### src/rtl/alu_seq_pkg.sv
// Shared definitions for the ALU sequencer: opcode map, FSM states and the
// default operand width. Optional feature macro: ALU_SEQ_ERR_EN.
package alu_seq_pkg;

   localparam int DEF_DATA_W = 32;

   localparam logic [3:0] OP_ADD = 4'b0000;
   localparam logic [3:0] OP_SUB = 4'b0001;
   localparam logic [3:0] OP_GE  = 4'b0010;
   localparam logic [3:0] OP_LT  = 4'b0011;
   localparam logic [3:0] OP_NE  = 4'b0100;
   localparam logic [3:0] OP_EQ  = 4'b0101;
   localparam logic [3:0] OP_AND = 4'b0110;
   localparam logic [3:0] OP_OR  = 4'b0111;
   localparam logic [3:0] OP_XOR = 4'b1000;
   localparam logic [3:0] OP_ROL = 4'b1001;
   localparam logic [3:0] OP_ROR = 4'b1010;
   localparam logic [3:0] OP_SLL = 4'b1011;
   localparam logic [3:0] OP_SRL = 4'b1100;

   typedef enum logic [1:0] {
      ST_IDLE    = 2'd0,
      ST_DRIVE   = 2'd1,
      ST_CAPTURE = 2'd2
   } state_t;

   // Opcodes above SRL have no ALU function assigned.
   function automatic logic op_is_legal(input logic [3:0] op);
      return (op <= OP_SRL);
   endfunction

endpackage

### src/rtl/alu_seq_fifo.sv
// Result FIFO for the ALU sequencer. Head data reads as zero while empty so
// the response fields are clean after reset without clearing the storage.
module alu_seq_fifo
   import alu_seq_pkg::*;
#(
   parameter int WIDTH = DEF_DATA_W + 5,
   parameter int DEPTH = 4
) (
   input  logic                     clk,
   input  logic                     rst,
   input  logic                     i_push,
   input  logic [WIDTH-1:0]         i_wdata,
   input  logic                     i_pop,
   output logic [WIDTH-1:0]         o_rdata,
   output logic                     o_empty,
   output logic [$clog2(DEPTH):0]   o_count
);

   localparam int AW = $clog2(DEPTH);
   localparam int CW = AW + 1;
   localparam logic [CW-1:0] LP_DEPTH = CW'(DEPTH);

   logic [WIDTH-1:0] r_mem [DEPTH];
   logic [AW-1:0]    r_wptr;
   logic [AW-1:0]    r_rptr;
   logic [CW-1:0]    r_count;
   logic             w_push;
   logic             w_pop;

   assign w_push  = i_push && (r_count != LP_DEPTH);
   assign w_pop   = i_pop && (r_count != '0);
   assign o_empty = (r_count == '0);
   assign o_count = r_count;
   assign o_rdata = o_empty ? '0 : r_mem[r_rptr];

   // Storage array: written on push, never reset.
   always_ff @(posedge clk) begin
      if (w_push) begin
         r_mem[r_wptr] <= i_wdata;
      end
   end

   // Pointers and occupancy; a simultaneous push and pop keeps the count.
   always_ff @(posedge clk or posedge rst) begin
      if (rst) begin
         r_wptr  <= '0;
         r_rptr  <= '0;
         r_count <= '0;
      end else begin
         if (w_push) r_wptr <= r_wptr + 1'b1;
         if (w_pop)  r_rptr <= r_rptr + 1'b1;
         case ({w_push, w_pop})
            2'b10:   r_count <= r_count + 1'b1;
            2'b01:   r_count <= r_count - 1'b1;
            default: r_count <= r_count;
         endcase
      end
   end

endmodule

### src/rtl/alu_seq_driver.sv
// Sequencer driving an external combinational ALU: accepts one request,
// holds the operands for one settle cycle, captures the result into a FIFO.
// Optional macro ALU_SEQ_ERR_EN: illegal opcodes return data 0 with rsp_err.
module alu_seq_driver
   import alu_seq_pkg::*;
#(
   parameter int DATA_W     = DEF_DATA_W,
   parameter int FIFO_DEPTH = 4
) (
   input  logic              clk,
   input  logic              rst,
   input  logic              req_valid,
   output logic              req_ready,
   input  logic [3:0]        req_op,
   input  logic [DATA_W-1:0] req_a,
   input  logic [DATA_W-1:0] req_b,
   output logic [DATA_W-1:0] alu_a,
   output logic [DATA_W-1:0] alu_b,
   output logic [3:0]        alu_cnt,
   input  logic [DATA_W-1:0] alu_result,
   output logic              rsp_valid,
   input  logic              rsp_ready,
   output logic [DATA_W-1:0] rsp_data,
   output logic [3:0]        rsp_op,
   output logic              rsp_err,
   output logic              busy,
   output logic [15:0]       op_count
);

   localparam int CW = $clog2(FIFO_DEPTH) + 1;
   localparam logic [CW-1:0] LP_DEPTH = CW'(FIFO_DEPTH);

`ifdef ALU_SEQ_ERR_EN
   localparam int FW = DATA_W + 5;
`else
   localparam int FW = DATA_W + 4;
`endif

   state_t            r_state;
   state_t            w_state_nxt;
   logic              w_accept;
   logic              w_push;
   logic [DATA_W-1:0] r_alu_a;
   logic [DATA_W-1:0] r_alu_b;
   logic [3:0]        r_alu_cnt;
   logic [15:0]       r_op_count;
   logic [FW-1:0]     w_push_data;
   logic [FW-1:0]     w_head;
   logic              w_empty;
   logic [CW-1:0]     w_count;

   assign req_ready = (r_state == ST_IDLE) && (w_count < LP_DEPTH);
   assign busy      = (r_state != ST_IDLE);
   assign alu_a     = r_alu_a;
   assign alu_b     = r_alu_b;
   assign alu_cnt   = r_alu_cnt;
   assign op_count  = r_op_count;
   assign rsp_valid = !w_empty;
   assign rsp_data  = w_head[FW-1 -: DATA_W];

`ifdef ALU_SEQ_ERR_EN
   logic              w_illegal;
   logic [DATA_W-1:0] w_res;
   assign w_illegal   = !op_is_legal(r_alu_cnt);
   assign w_res       = w_illegal ? '0 : alu_result;
   assign w_push_data = {w_res, r_alu_cnt, w_illegal};
   assign rsp_op      = w_head[4:1];
   assign rsp_err     = w_head[0];
`else
   assign w_push_data = {alu_result, r_alu_cnt};
   assign rsp_op      = w_head[3:0];
   assign rsp_err     = 1'b0;
`endif

   // FSM state register.
   always_ff @(posedge clk or posedge rst) begin
      if (rst) r_state <= ST_IDLE;
      else     r_state <= w_state_nxt;
   end

   // Next state plus accept/push strobes; one ALU settle cycle in DRIVE.
   always_comb begin
      w_state_nxt = r_state;
      w_accept    = 1'b0;
      w_push      = 1'b0;
      case (r_state)
         ST_IDLE: begin
            if (req_valid && req_ready) begin
               w_accept    = 1'b1;
               w_state_nxt = ST_DRIVE;
            end
         end
         ST_DRIVE: begin
            w_state_nxt = ST_CAPTURE;
         end
         ST_CAPTURE: begin
            w_push      = 1'b1;
            w_state_nxt = ST_IDLE;
         end
         default: begin
            w_state_nxt = ST_IDLE;
         end
      endcase
   end

   // ALU drive registers: loaded on accept, held until the next accept.
   always_ff @(posedge clk or posedge rst) begin
      if (rst) begin
         r_alu_a   <= '0;
         r_alu_b   <= '0;
         r_alu_cnt <= '0;
      end else if (w_accept) begin
         r_alu_a   <= req_a;
         r_alu_b   <= req_b;
         r_alu_cnt <= req_op;
      end
   end

   // Completed-operation counter, wraps at 16 bits.
   always_ff @(posedge clk or posedge rst) begin
      if (rst)         r_op_count <= '0;
      else if (w_push) r_op_count <= r_op_count + 16'd1;
   end

   alu_seq_fifo #(
      .WIDTH (FW),
      .DEPTH (FIFO_DEPTH)
   ) u_fifo (
      .clk     (clk),
      .rst     (rst),
      .i_push  (w_push),
      .i_wdata (w_push_data),
      .i_pop   (rsp_ready),
      .o_rdata (w_head),
      .o_empty (w_empty),
      .o_count (w_count)
   );

endmodule

### config.mk
export PLATFORM = sky130hd
export DESIGN_NAME = alu_seq_driver
export DESIGN_NICKNAME = d
export VERILOG_FILES = /design/src/rtl/alu_seq_pkg.sv /design/src/rtl/alu_seq_fifo.sv /design/src/rtl/alu_seq_driver.sv
export SDC_FILE = /design/constraint.sdc
export NUM_CORES = 1
export LEC_CHECK = 0
export CAP_MARGIN = 0
export CORE_MARGIN = 1.5
export CORE_UTILIZATION = 49
export DETAILED_ROUTE_END_ITERATION = 6
export MAX_ROUTING_LAYER = met4
export PLACE_DENSITY = 0.85
export SETUP_SLACK_MARGIN = 0.2
export SLEW_MARGIN = 20
export SYNTH_ARGS = -nofsm -noshare
export SYNTH_HDL_FRONTEND = slang
export SYNTH_SLANG_ARGS = --single-unit
### constraint.sdc
create_clock -name clk -period 4.31 [get_ports clk]
set_input_delay 0.862 -clock clk [delete_from_list [all_inputs] [get_ports clk]]
set_output_delay 0.862 -clock clk [all_outputs]
set_load 0.01 [all_outputs]
After elaboration in Yosys (flattened, before gate mapping)
Memories as Yosys holds them, arrays and structs flattened.
Cells that the tools add are included.
- bits in registers: 93
- memory bits (writable): 144
- bits of input ports: 104
- output and inout port bits: 124
- logic and storage cells: 40
- memories: 1
- $add $sub $neg: 5
- order comparisons: 1
- eq/ne operators: 6
- multiplexer cells: 9
- reduce and logical (&&, ||, !) cells: 10
- memory list (memory ; words ; width ; read ports ; clocked after memory_dff ; wr ports ; RTL line ; text):
    u_fifo.r_mem ; 4 ; 36 ; 1 ; 0 ; 1 ; alu_seq_fifo.sv:23 ; logic [WIDTH-1:0] r_mem [DEPTH];
- operators with widths (operator ; count):
    36-bit two-way mux ; 1
    16-bit by 1-bit adder with 16-bit output (second input constant) ; 1
    3-bit case mux with 2 select lines ; 1
    1-bit two-way mux ; 5
    2-bit by 1-bit adder with 2-bit output (second input constant) ; 2
    2-bit by 1-bit equality test with 1-bit output (second input constant) ; 2
    2-bit equality test (second input constant) ; 2
    1-bit logical AND ; 4
    2-bit case mux with 2 select lines ; 1
    2-bit nonzero test ; 2
    3-bit by 1-bit adder with 3-bit output (second input constant) ; 1
    3-bit zero test ; 1
    3-bit less-than comparator (second input constant) ; 1
    3-bit inequality test (second input constant) ; 1
    3-bit nonzero test ; 1
    3-bit by 1-bit subtractor with 3-bit output (second input constant) ; 1
    2-bit zero test ; 1
    2-bit two-way mux ; 1
    2-bit by 1-bit inequality test with 1-bit output (second input constant) ; 1
    1-bit zero test ; 1

Logic depth before layout (Yosys ltp)
- word-level depth: 5
- depth in mapped cells: 9
- mapped depth without buffers: 9

Cells and area by module
From an unflattened synthesis, not the netlist that was laid out.
- cell total of the unflattened synthesis: 483
- area, all modules: 9245.1 µm²
- by module, submodules not included (module ; times used ; cells an instance ; area an instance (µm²) ; sequential area each (µm²)):
    alu_seq_fifo ; 1 ; 267 ; 5855.6 ; 4499.3
    alu_seq_driver ; 1 ; 216 ; 3389.5 ; 2152.1

Least setup slack after synthesis
OpenSTA, ideal clock, no wires.
- path kind: register to output
- start: reg u_fifo.r_rptr[0]
- end: out rsp_data[13]
- data arrival time: 1.530 ns
- data required time: 3.448 ns
- path slack: 1.918 ns
- cell stages (with the launch flop): 5
- path buffers: 2
- cells stage by stage: dfrtp_1 buf_4 buf_2 mux4_2 and2_1
- word-level cells in the longest chain between the ends: 2
- RTL lines (what ; RTL line ; text):
    from (decl) ; alu_seq_fifo.sv:25 ; logic [AW-1:0] r_rptr;
    from (signal assigned) ; alu_seq_fifo.sv:51 ; if (w_pop) r_rptr <= r_rptr + 1'b1;
    memory 4 x 36 bit ; -- ;
    36-bit two-way mux ; alu_seq_fifo.sv:34 ; assign o_rdata = o_empty ? '0 : r_mem[r_rptr];
    to (decl) ; alu_seq_driver.sv:23 ; output logic [DATA_W-1:0] rsp_data,
No other way between the ends.

Worst setup path in the final report
- start: reg u_fifo.r_rptr[0]
- end: out rsp_data[11]
Same word-level chain as after synthesis.

==> impl_metrics.toml <==
[pwr]
p_clk_frac = 0.236
peakVddDrop_mv = 0.513
seqPwrFrac = 0.396
power_leakage_nw = 4.55
p_sw_mw = 2.46
total_power_mw = 8.57
powerDensity_nw_per_um2 = 691
p_int_mw = 6.11
swShare = 0.287
combPwrFrac = 0.369

[place]
place_area_um2 = 11600
gp_congestion = 0.817
port_buffers = 226
dp_cells = 920
hpwl_um = 13000

[clock_network]
clock_latency_ns = 0.50
ctsHoldBuffers = 0
cts_root_buffer = "clkbuf_16"
cts-htree-levels = 1
cts_buffers = 25
postCtsSetupBuffers = 0
cts_buffer_depth = 3
cts_tree = "done"
clock-sinks = 237
ctsResizeCount = 0
cts.clk_slew.worst_paths_ns = 0.06

[detailed_routing]
vias = 5090
postRouteAntennaNets = 0
drc_errors = 11
viasPerCell = 5.26
drt-total-wl_um = 19600
wire_per_inst_um = 20.3
first_pass_iters = 7
first_iter_violations = 177

[floorplanning]
dieArea_um2 = 19500
die_y_um = 140
io_pins = 228
core_area_um2 = 18100
die_w_um = 140
num_rows = 49
start_util = 0.504

[timing]
final-max-slew-violation-count = 0
post-route-period-util = 0.849
rsz0062_at_grt = "false"
setup_tns_ns = 0
worst_slew_pin_slew_ns = 1.01
skew_ns = 0.00611
finalSetupViolCount = 0
hold_viol_final = 0
hold_ws_ns = 0.481
min_period_ns = 3.66
relSlewSlack = 0.327
max_freq_ghz = 0.273

[global_route]
grt_overflow = 0
grt_max_degree = 49
antenna_found_initial = 2
grt_usage = 0.211
grt_pass1_wl_um = 30900
grt_pass1_vias = 5617

[yosys]
yosys.area.top_type_share = 0.473
syn_avg_cell_area_um2 = 19.1
synth_edf_count = 144
syn_inst = 479
ys_async_sr_fraction = 0.392
synth_area_leader_cell = "edfxtp_1"
ys.flop_type = "edfxtp_1"
synth.most_common_cell = "edfxtp_1"
synth_area_um2 = 9140
ys_ff_latch = 237
syn-num-nets = 590
yosys_warnings = 0
synth_cell_types = 35
synthTopCellsByCount = "edfxtp_1, dfrtp_1, mux2_2"
yosysSeqAreaShare = 0.728
synth.area.top_cells = "edfxtp_1, dfrtp_1, mux4_2"

[worst_hold_path]
hp-class = "flip-flop to flip-flop"

[run_status]
outcome = "finished, violations left"
violations = "design-rule violations"

[job]
drv_cap = 0

[critical_path]
cp-end-kind = "primary output"
start_kind = "flip-flop"
worst_ep_required_time_ns = 3.45
crit_arrival_ns = 2.80
worst-path-max-fanout = 15
crit_type = "flip-flop to primary output"

[layout]
area_growth_pct = 35.7
fin_area_um2 = 12400
fin_cells = 967
nets = 829
n_fill_cell = 1172
drive_gt1_frac = 0.216
## power groups by stage
| stage | logic [mW] | clock network (mW) | registers [mW] |
|---|---|---|---|
| floorplan | 1.55 | 0 | 3.41 |
| global placement | 3.12 | 0 | 3.39 |
| detailed placement | 3.19 | 0 | 3.43 |
| CTS | 3.21 | 2.06 | 3.40 |
| global route | 3.37 | 2.15 | 3.47 |
| finish | 3.16 | 2.02 | 3.39 |
## cell type report
| type | instances | area [µm²] | area share |
|---|---|---|---|
| clock buffer | 28 | 637 | 0.0513 |
| timing repair buffer | 233 | 2310 | 0.187 |
| tap | 229 | 287 | 0.0231 |
| multi-input combinational | 212 | 2330 | 0.188 |
| antenna | 2 | 5.00 | 0.000403 |
| sequential | 237 | 6650 | 0.536 |
| clock inverter | 17 | 139 | 0.0112 |
| inverter | 9 | 35.0 | 0.00282 |
## worst paths after layout
check	start	end	slack, ns	cells past startpoint
max in group asynchronous	rst	op_count[14]	2.67	3
setup reg to reg	r_state[1]	u_fifo.r_mem[0][9]	1.83	3
hold reg to reg	op_count[15]	op_count[15]	0.48	1
setup / recovery	u_fifo.r_rptr[0]	rsp_data[11]	0.65	4
min in group asynchronous	rst	alu_b[1]	0.79	2
hold / removal	op_count[15]	op_count[15]	0.48	1
## sequential cells by signal (all words and copies together) (netlist names)
register and flops:
u_fifo.r_mem 144, alu_a 32, alu_b 32, op_count 16
alu_cnt 4, u_fifo.o_count 3, r_state 2, u_fifo.r_rptr 2
u_fifo.r_wptr 2
## metrics by stage
| stage | utilization | setup WS (ns) |
|---|---|---|
| 2_1_floorplan | - | 1.03 |
| 3_3_place_gp | 0.641 | 1.16 |
| 3_5_place_dp | 0.641 | 1.09 |
| 4_1_cts | 0.683 | 0.545 |
| 5_1_grt | 0.684 | 0.471 |
| 6_report | 0.684 | 0.650 |
## worst max-delay path: stages, from the launching register on
cell and delay [ns]:
dfrtp_2 0.69, buf_4 0.39, mux4_2 0.54, and2_1 0.18, clkdlybuf4s50_1 0.48
## metal layers
metal  global-route usage  up-vias  share of wire
li1                     -     2279              -
met1                0.256     2567           0.39
met2                0.353      211           0.50
met3               0.0568       33          0.083
met4               0.0571        0          0.025
met5                    -        -              0
## cells in the final DEF (no fill, tap or decap), types with 2 or more instances in the layout
cell type and count:
and2_1 37, and2_2 5, and3_1 2, buf_4 7
bufinv_16 2, clkbuf_1 3, clkbuf_16 25, clkdlybuf4s50_1 226
clkinv_1 5, clkinv_2 8, dfrtp_1 91, dfrtp_2 2
diode_2 2, edfxtp_1 144, ha_1 6, inv_1 8
mux2_2 68, mux4_2 36, nand2_1 10, nand3_1 4
nand4_1 2, nor2_1 3, nor2b_1 2, nor4_1 2
xnor2_1 13, xor2_1 8
## logic make-up (layout without fill, tap and decap cells)
logic type,count (synthesis),after routing,synth area share
flops,237,237,0.728
mux,105,105,0.174
simple gates,76,76,0.0489
buf+inv,30,287,0.0178
xor+xnor,21,21,0.0201
fa+ha+maj,7,7,0.0104
compound gates,2,2,0.00123
other cells,1,3,0.000410
Note: power is estimated with default switching activity, not from simulation.
